**src/rtl/emu_scan_ctrl.sv**
```systemverilog
// Checkpoint scan controller. It freezes the emulated design, then streams the FF and
// RAM scan chains to the host (dump) or loads them back from the host (restore).
module emu_scan_ctrl #(
  parameter int FF_WORDS  = 4,
  parameter int MEM_WORDS = 16
) (
  input  logic        clk,
  input  logic        rst,
  input  logic        cmd_valid,
  output logic        cmd_ready,
  input  logic        cmd_dir,
  output logic        pause,
  output logic        ff_se,
  output logic        ff_dir,
  output logic [63:0] ff_di,
  input  logic [63:0] ff_do,
  output logic        ram_se,
  output logic        ram_sd,
  output logic [63:0] ram_di,
  input  logic [63:0] ram_do,
  output logic        dout_valid,
  input  logic        dout_ready,
  output logic [63:0] dout_data,
  input  logic        din_valid,
  output logic        din_ready,
  input  logic [63:0] din_data,
  output logic        busy,
  output logic        done
);

  localparam int MAX_WORDS = (FF_WORDS > MEM_WORDS) ? FF_WORDS : MEM_WORDS;
  localparam int CW        = $clog2(MAX_WORDS + 1);

  localparam logic [CW-1:0] FF_LAST    = CW'(FF_WORDS - 1);
  localparam logic [CW-1:0] MEM_LAST   = CW'(MEM_WORDS - 1);
  localparam logic [CW-1:0] PRIME_LAST = CW'(1);
  localparam logic [CW-1:0] CNT_ONE    = CW'(1);

  localparam logic [2:0] IDLE      = 3'd0;
  localparam logic [2:0] PAUSE     = 3'd1;
  localparam logic [2:0] FF_SCAN   = 3'd2;
  localparam logic [2:0] RAM_PRIME = 3'd3;
  localparam logic [2:0] RAM_SCAN  = 3'd4;
  localparam logic [2:0] RAM_TAIL  = 3'd5;
  localparam logic [2:0] SETTLE    = 3'd6;

  logic [2:0]    state, next_state;
  logic          dir_q;
  logic [CW-1:0] cnt;
  logic          xfer;

  logic [63:0]   fifo_mem [2];
  logic          wr_ptr, rd_ptr;
  logic [1:0]    fifo_cnt;
  logic          fifo_full, fifo_empty;
  logic          push, pop;
  logic [63:0]   push_data;

  assign fifo_full  = (fifo_cnt == 2'd2);
  assign fifo_empty = (fifo_cnt == 2'd0);
  assign pop        = dout_valid && dout_ready;

  assign busy       = (state != IDLE);
  assign pause      = busy;
  assign ff_dir     = busy && dir_q;
  assign ram_sd     = busy && dir_q;
  assign cmd_ready  = (state == IDLE) && !rst;
  assign dout_valid = !fifo_empty;
  assign dout_data  = fifo_mem[rd_ptr];

  // NOTE: every signal driven here gets a default first, so no path can infer a latch.
  always_comb begin
    next_state = state;
    ff_se      = 1'b0;
    ram_se     = 1'b0;
    din_ready  = 1'b0;
    ff_di      = ff_do;
    ram_di     = '0;
    push       = 1'b0;
    push_data  = ff_do;
    xfer       = 1'b0;
    case (state)
      IDLE: begin
        if (cmd_valid) next_state = PAUSE;
      end
      PAUSE: next_state = FF_SCAN;
      FF_SCAN: begin
        if (dir_q) begin
          ff_se     = din_valid;
          din_ready = din_valid;
          ff_di     = din_valid ? din_data : ff_do;
          xfer      = din_valid;
        end else begin
          // The FF chain only shifts when its word has somewhere to go.
          ff_se = !fifo_full;
          push  = !fifo_full;
          xfer  = !fifo_full;
        end
        if (xfer && cnt == FF_LAST) next_state = dir_q ? RAM_SCAN : RAM_PRIME;
      end
      RAM_PRIME: begin
        ram_se = 1'b1;
        if (cnt == PRIME_LAST) next_state = RAM_SCAN;
      end
      RAM_SCAN: begin
        if (dir_q) begin
          ram_se    = din_valid;
          din_ready = din_valid;
          ram_di    = din_valid ? din_data : 64'd0;
          xfer      = din_valid;
        end else begin
          ram_se    = !fifo_full;
          push      = !fifo_full;
          push_data = ram_do;
          xfer      = !fifo_full;
        end
        if (xfer && cnt == MEM_LAST) next_state = dir_q ? RAM_TAIL : SETTLE;
      end
      RAM_TAIL: begin
        // Flushes the RAM chain's write pipeline with a zero word.
        ram_se     = 1'b1;
        next_state = SETTLE;
      end
      SETTLE: begin
        if (dir_q || fifo_empty) next_state = IDLE;
      end
      default: next_state = IDLE;
    endcase
  end

  // NOTE: non-blocking assignments so every register samples pre-edge values.
  always_ff @(posedge clk or posedge rst) begin
    if (rst) begin
      state <= IDLE;
      dir_q <= 1'b0;
      cnt   <= '0;
      done  <= 1'b0;
    end else begin
      state <= next_state;
      done  <= (state == SETTLE) && (next_state == IDLE);
      if (cmd_valid && cmd_ready) dir_q <= cmd_dir;
      if (state != next_state)                cnt <= '0;
      else if (xfer || state == RAM_PRIME)    cnt <= cnt + CNT_ONE;
    end
  end

  always_ff @(posedge clk or posedge rst) begin
    if (rst) begin
      fifo_cnt <= 2'd0;
      wr_ptr   <= 1'b0;
      rd_ptr   <= 1'b0;
    end else begin
      if (push) wr_ptr <= ~wr_ptr;
      if (pop)  rd_ptr <= ~rd_ptr;
      case ({push, pop})
        2'b10:   fifo_cnt <= fifo_cnt + 2'd1;
        2'b01:   fifo_cnt <= fifo_cnt - 2'd1;
        default: fifo_cnt <= fifo_cnt;
      endcase
    end
  end

  // NOTE: FIFO storage is not reset; occupancy is, so stale entries are never presented.
  always_ff @(posedge clk) begin
    if (push) fifo_mem[wr_ptr] <= push_data;
  end

endmodule

```
**config.mk**
```make
export PLATFORM = sky130hd
export DESIGN_NAME = emu_scan_ctrl
export DESIGN_NICKNAME = d
export VERILOG_FILES = /design/src/rtl/emu_scan_ctrl.sv
export SDC_FILE = /design/constraint.sdc
export NUM_CORES = 1
export LEC_CHECK = 0
export ABC_CLOCK_PERIOD_IN_PS = 12900
export CORE_AREA = 2 2 153 155
export CTS_CLUSTER_SIZE = 10
export DETAILED_ROUTE_END_ITERATION = 10
export DIE_AREA = 0 0 155 157
export GPL_TIMING_DRIVEN = 0
export HOLD_SLACK_MARGIN = 0.05
export PLACE_DENSITY = 0.78
export SLEW_MARGIN = 10
export SYNTH_ARGS = -nofsm -noshare
export SYNTH_HDL_FRONTEND = slang
export SYNTH_SLANG_ARGS = --single-unit
```
**constraint.sdc**
```tcl
create_clock -name clk -period 12.9 [get_ports clk]
set_input_delay 1.935 -clock clk [delete_from_list [all_inputs] [get_ports clk]]
set_output_delay 1.935 -clock clk [all_outputs]
set_load 0.005 [all_outputs]
```
## After elaboration in Yosys (flattened, before gate mapping)

Memory sizes are Yosys's and may differ from the RTL's.
Cells that the tools add are included.

| storage, ports and cells | value |
|---|---|
| flip-flop bits (word level) | 14 |
| latch bits | 0 |
| memory bits (writable) | 128 |
| memory bits (read-only) | 0 |
| bits of input ports | 198 |
| output and inout port bits | 202 |
| logic and storage cells | 77 |
| memories kept | 1 |

Memories:

| name | depth | width | read ports | clocked after memory_dff | wr ports | RTL line | source |
|---|---|---|---|---|---|---|---|
| fifo_mem | 2 | 64 | 1 | 0 | 1 | 52 | `logic [63:0] fifo_mem [2];` |

| cells by class | value |
|---|---|
| add/sub/neg operators | 3 |
| multipliers | 0 |
| divide/modulo/power cells | 0 |
| $lt $le $gt $ge | 0 |
| equal/unequal tests | 13 |
| shifts and indexed selects | 0 |
| mux-type cells | 31 |
| bitwise gates (word level) | 2 |
| reductions and logical operators | 20 |

Operator list:

| cell | number |
|---|---|
| 64-bit 2-to-1 mux | 8 |
| 3-bit case mux with 7 select lines | 1 |
| 3-bit 2-to-1 mux | 6 |
| 1-bit 2-to-1 mux | 10 |
| 5-bit 2-to-1 mux | 2 |
| 3-bit == test (second input constant) | 3 |
| 1-bit logical AND | 7 |
| 3-bit by 2-bit == test with 1-bit output (second input constant) | 2 |
| 3-bit zero test | 2 |
| 5-bit by 1-bit adder with 5-bit output (second input constant) | 1 |
| 5-bit by 1-bit == test with 1-bit output (second input constant) | 1 |
| 5-bit by 2-bit == test with 1-bit output (second input constant) | 1 |
| 5-bit by 4-bit == test with 1-bit output (second input constant) | 1 |
| 2-bit == test (second input constant) | 2 |
| 1-bit case mux with 2 select lines | 2 |
| 2-bit case mux with 2 select lines | 1 |
| 2-bit nonzero test | 2 |
| 2-bit OR reduction | 2 |
| 3-bit by 1-bit == test with 1-bit output (second input constant) | 1 |
| 1-bit zero test | 3 |
| 3-bit != test | 1 |
| 3-bit nonzero test | 1 |
| 2-bit by 1-bit adder with 2-bit output (second input constant) | 1 |
| 2-bit by 1-bit == test with 1-bit output (second input constant) | 1 |
| 5 further kinds | 7 |

## Depth between registers and ports, before layout

| depth | value |
|---|---|
| depth in word-level cells | 9 |
| mapped depth | 8 |
| depth with buffers taken out | 7 |

## Worst setup path before layout

Ideal clock, no wire load.

| timing path | value |
|---|---|
| kind | input to output |
| start | input din_valid |
| end | output ff_di[44] |
| arrival | 2,976 ps |
| slack | 7,989 ps |
| cell stages on the path | 4 |
| buffers on the path | 1 |
| cell sequence | nand2_1 -> nor3_4 -> buf_6 -> mux2_2 |

| on the way | value |
|---|---|
| longest elaborated chain between the ends | 3 |

Ends and longest elaborated chain:

| element | RTL line | source |
|---|---|---|
| from (decl) | 24 | `input logic din_valid,` |
| 64-bit 2-to-1 mux | 91 | `ff_di = din_valid ? din_data : ff_do;` |
| 64-bit 2-to-1 mux | 88 | `if (dir_q) begin` |
| 64-bit 2-to-1 mux | 82 | `case (state)` |
| to (decl) | 15 | `output logic [63:0] ff_di,` |

No other way between the ends.

## Worst setup path in the final report

| timing path | value |
|---|---|
| start | input din_valid |
| end | output ff_di[1] |

Same word-level chain as after synthesis.

==> impl_metrics.csv <==
group,metric,value,unit
outcome,run_status,"finished clean",
clock_tree,htree_num_levels,4,
placed_design,io_buffers,399,
cells_and_area,finish.net_count,1175,
pwr,power_frac_seq,0.312,
sta,final_min_period_over_clock_period,0.516,
synth,postSynthAreaPerCell,14.2,sq um
synth,netlist_top_cells_area,"edfxtp_1 49%, mux2_2 26%, and3_1 5.3%",
floorplan,fp.dieArea,24300,sq um
pwr,vdd_drop_max,0.0000944,V
sta,report.final.setup_viol,0,
synth,synth.lib_cells_used.distinct,55,
detailed_routing,routed-via-count,6397,
global_route,vias_in_the_first_global_route,6604,
pwr,power_frac_comb,0.483,
setup_path,regToRegSetupSlack,10570,ps
cells_and_area,diodes,0,
clock_tree,cts.sink_count,142,
setup_path,ff2ff_path_depth,6,
sta,final.setup_skew,11.6,ps
clock_tree,cts_buffers,17,
global_route,grt-ovfl-total,0,
clock_tree,clock_buffer_depth,2,
setup_path,regToRegEndpoint,"fifo_mem[0][42]",
detailed_routing,drt_first_iter_violations,320,
worst_hold_path,whs_endpoint,"wr_ptr",
sta,timing.fmax,150,MHz
worst_hold_path,whs_path_depth,1,
setup_path,timing.critical_path.to_type,"output port",
floorplan,die_w,155,microns
cells_and_area,final_layout_size_suffix_gt1_frac,0.262,
setup_path,cells_traversed_along_the_worst_timing_path,"clkdlybuf4s50_1, nand2_1, nor3_4, buf_6, mux2_2, clkdlybuf4s50_1",
detailed_routing,antenna_left,0,
cells_and_area,final.fill_count,1874,
pwr,pwr_density_cell,174,nW/um^2
pwr,sw_frac_of_total,0.326,
synth,yosys-top-cells-count,"183 x mux2_2, 128 x edfxtp_1, 66 x and3_1",
floorplan,num_rows,55,
synth,synth-edff-count,128,
floorplan,die-height,157,microns
detailed_routing,drt_wl_total,25700,microns
sta,grt_setup_unrepaired,"no",
job,max_cap_violations,0,
cells_and_area,layout.core_utilization,0.569,
sta,finalWorstPathRequiredPeriod,6650,ps
clock_tree,clock_latency,420,ps
sta,totalNegativeSetupSlack,0,ps
sta,worst_slew_pin_slew,1110,ps
setup_path,critical-path-slowest-cell,"nor3_4",
clock_tree,cts_resized,0,
pwr,p_leak,4.70,nW
placed_design,gp_congestion,0.848,
global_route,grt_pass1_wl,37300,microns
synth,mappedNetlistNets,753,
synth,post-synth-top-count-cell,"mux2_2",
worst_hold_path,min_from,"wr_ptr",
floorplan,floorplan.io_pins,400,
clock_tree,number_of_buffers_inserted_to_repair_setup_after_cts,0,
synth,syn-instance-count,551,
floorplan,core_area,22500,sq um
detailed_routing,wire_per_inst,20.2,microns
global_route,grt_start_max_net_pins,29,
synth,synth_warnings,0,
synth,seq_area_frac_synth,0.537,
setup_path,start_kind,"input pin",
pwr,p_clk_frac,0.205,
floorplan,initial_utilization,0.347,
setup_path,critical_path_class,"in -> out",
setup_path,timing.critical_path.max_delay_family,"buffers and inverters",
setup_path,crit_buf_inv,3,
sta,maxSlewViolCount,0,
detailed_routing,first_pass_drt_iterations,6,
setup_path,crit_top_cell,"clkdlybuf4s50_1",
worst_hold_path,worst_hold_path_class,"reg -> reg",
global_route,grt_util_all_layers,0.203,
sta,worst_relative_slew_slack,0.258,
synth,share_of_synthesized_registers_carrying_an_async_set_or_reset,0.0986,
synth,post_synth_instance_area,7810,sq um
pwr,switchingPower,0.727,mW
setup_path,cpPeakStageDelay,910,ps
clock_tree,clock_tree_from_tritoncts,"done",
synth,synth.largest_area_cell,"edfxtp_1",
synth,ys_ff_latch,142,
clock_tree,clk_pin_slew_worst_setup_hold_paths,60,ps
placed_design,dpl.hpwl,19900,microns
clock_tree,cts_hold_buf,0,
setup_path,crit_fanout,10,
synth,synthFlopType,"edfxtp_1",
detailed_routing,drc,0,
detailed_routing,vias_per_cell,5.03,
setup_path,critical_path.reg2reg.startpoint,"state[0]",
pwr,power_report.internal_total,1.50,mW
setup_path,data_required_time_at_the_worst_endpoint,10970,ps
cells_and_area,area_delta_synth_final,64.0,%
global_route,antenna_found_initial,0,
synth,netlist.area_leader.share,0.492,
sta,finalHoldViolations,0,
setup_path,cp.arrival,4720,ps
clock_tree,clockRootBuffer,"clkbuf_16",
## per-stage QoR
step                setup slack, ps  cell area [sq um]  cells  power (mW)  hold WS [ps]
CTS                            6220              12800   1271        2.26           566
finish                         6250              12800   1271        2.23           559
global route                   6180              12800   1271        2.35           579
floorplan                      7990               7810    551        1.23           468
detailed placement             6220              12300   1239        1.79           556
global placement               6170              12200   1235        1.77           485
## power by group through the flow
stage	clock (mW)	sequential, mW	combinational, mW
final	0.458	0.696	1.08
after global placement	0	0.722	1.05
after CTS	0.470	0.697	1.09
after global routing	0.490	0.708	1.16
after floorplan	0	0.708	0.524
after detailed placement	0	0.706	1.08
## registers in the layout, indices dropped and copies added, names as in the netlist
signal	flops
rd_ptr	1
fifo_cnt	2
wr_ptr	1
fifo_mem	128
dir_q	1
cnt	5
state	3
done	1
## kinds of logic (layout without fill, tap and decap cells)
family	after synthesis	count (layout)	synth area share
AOI/OAI and AO/OA	31	31	0.0279
xor gates and xnor gates	6	6	0.00673
adders and majority gates	4	4	0.00641
buffers and inverters	50	485	0.0401
DFF	142	142	0.537
muxes	192	192	0.277
and+or+nand+nor	126	126	0.105
## per-layer routing
metal | track usage | wire length, microns | vias to the layer above
met5 | 0 | 0 | -
met4 | 0.0705 | 507 | 0
met3 | 0.0540 | 1970 | 30
met2 | 0.370 | 13200 | 303
met1 | 0.231 | 9980 | 3069
li1 | - | - | 2995
## cell type report
cell class	instances	area, sq um	area share
inverter	7	26.3	0.00205
multi-input combinational	359	3320	0.259
timing repair buffer	403	4070	0.318
clock inverter	15	128	0.00996
buffer	43	287	0.0224
clock buffer	17	425	0.0332
sequential	142	4190	0.327
tap	285	357	0.0278
## worst register-to-register path: stages (launching register included)
cell	delay, ps
dfrtp_1	480
buf_4	220
buf_2	190
nor2_1	120
nand3_1	260
nor2_4	460
buf_12	260
## worst max path at each step
stage                          from         to  cells after the start
after CTS                 din_valid   ff_di[1]                      6
after floorplan           din_valid  ff_di[44]                      4
after global placement    din_valid   ff_di[1]                      6
final                     din_valid   ff_di[1]                      6
after detailed placement  din_valid   ff_di[1]                      6
after global routing      din_valid   ff_di[1]                      6
## layout by cell type (no fill, tap or decap), types with 5 or more instances in the layout
cell type / Yosys / layout
and3_1: 66 / 66
buf_2: 10 / 10
buf_6: 13 / 13
clkbuf_1: 16 / 16
clkbuf_16: 0 / 17
clkdlybuf4s50_1: 0 / 399
dfrtp_1: 14 / 14
edfxtp_1: 128 / 128
inv_1: 7 / 7
inv_6: 0 / 6
mux2_1: 9 / 9
mux2_2: 183 / 183
nand2_1: 9 / 9
nand3_1: 6 / 6
o21ai_0: 7 / 7
xnor2_1: 5 / 5
Power figures use the tool's default switching activity.
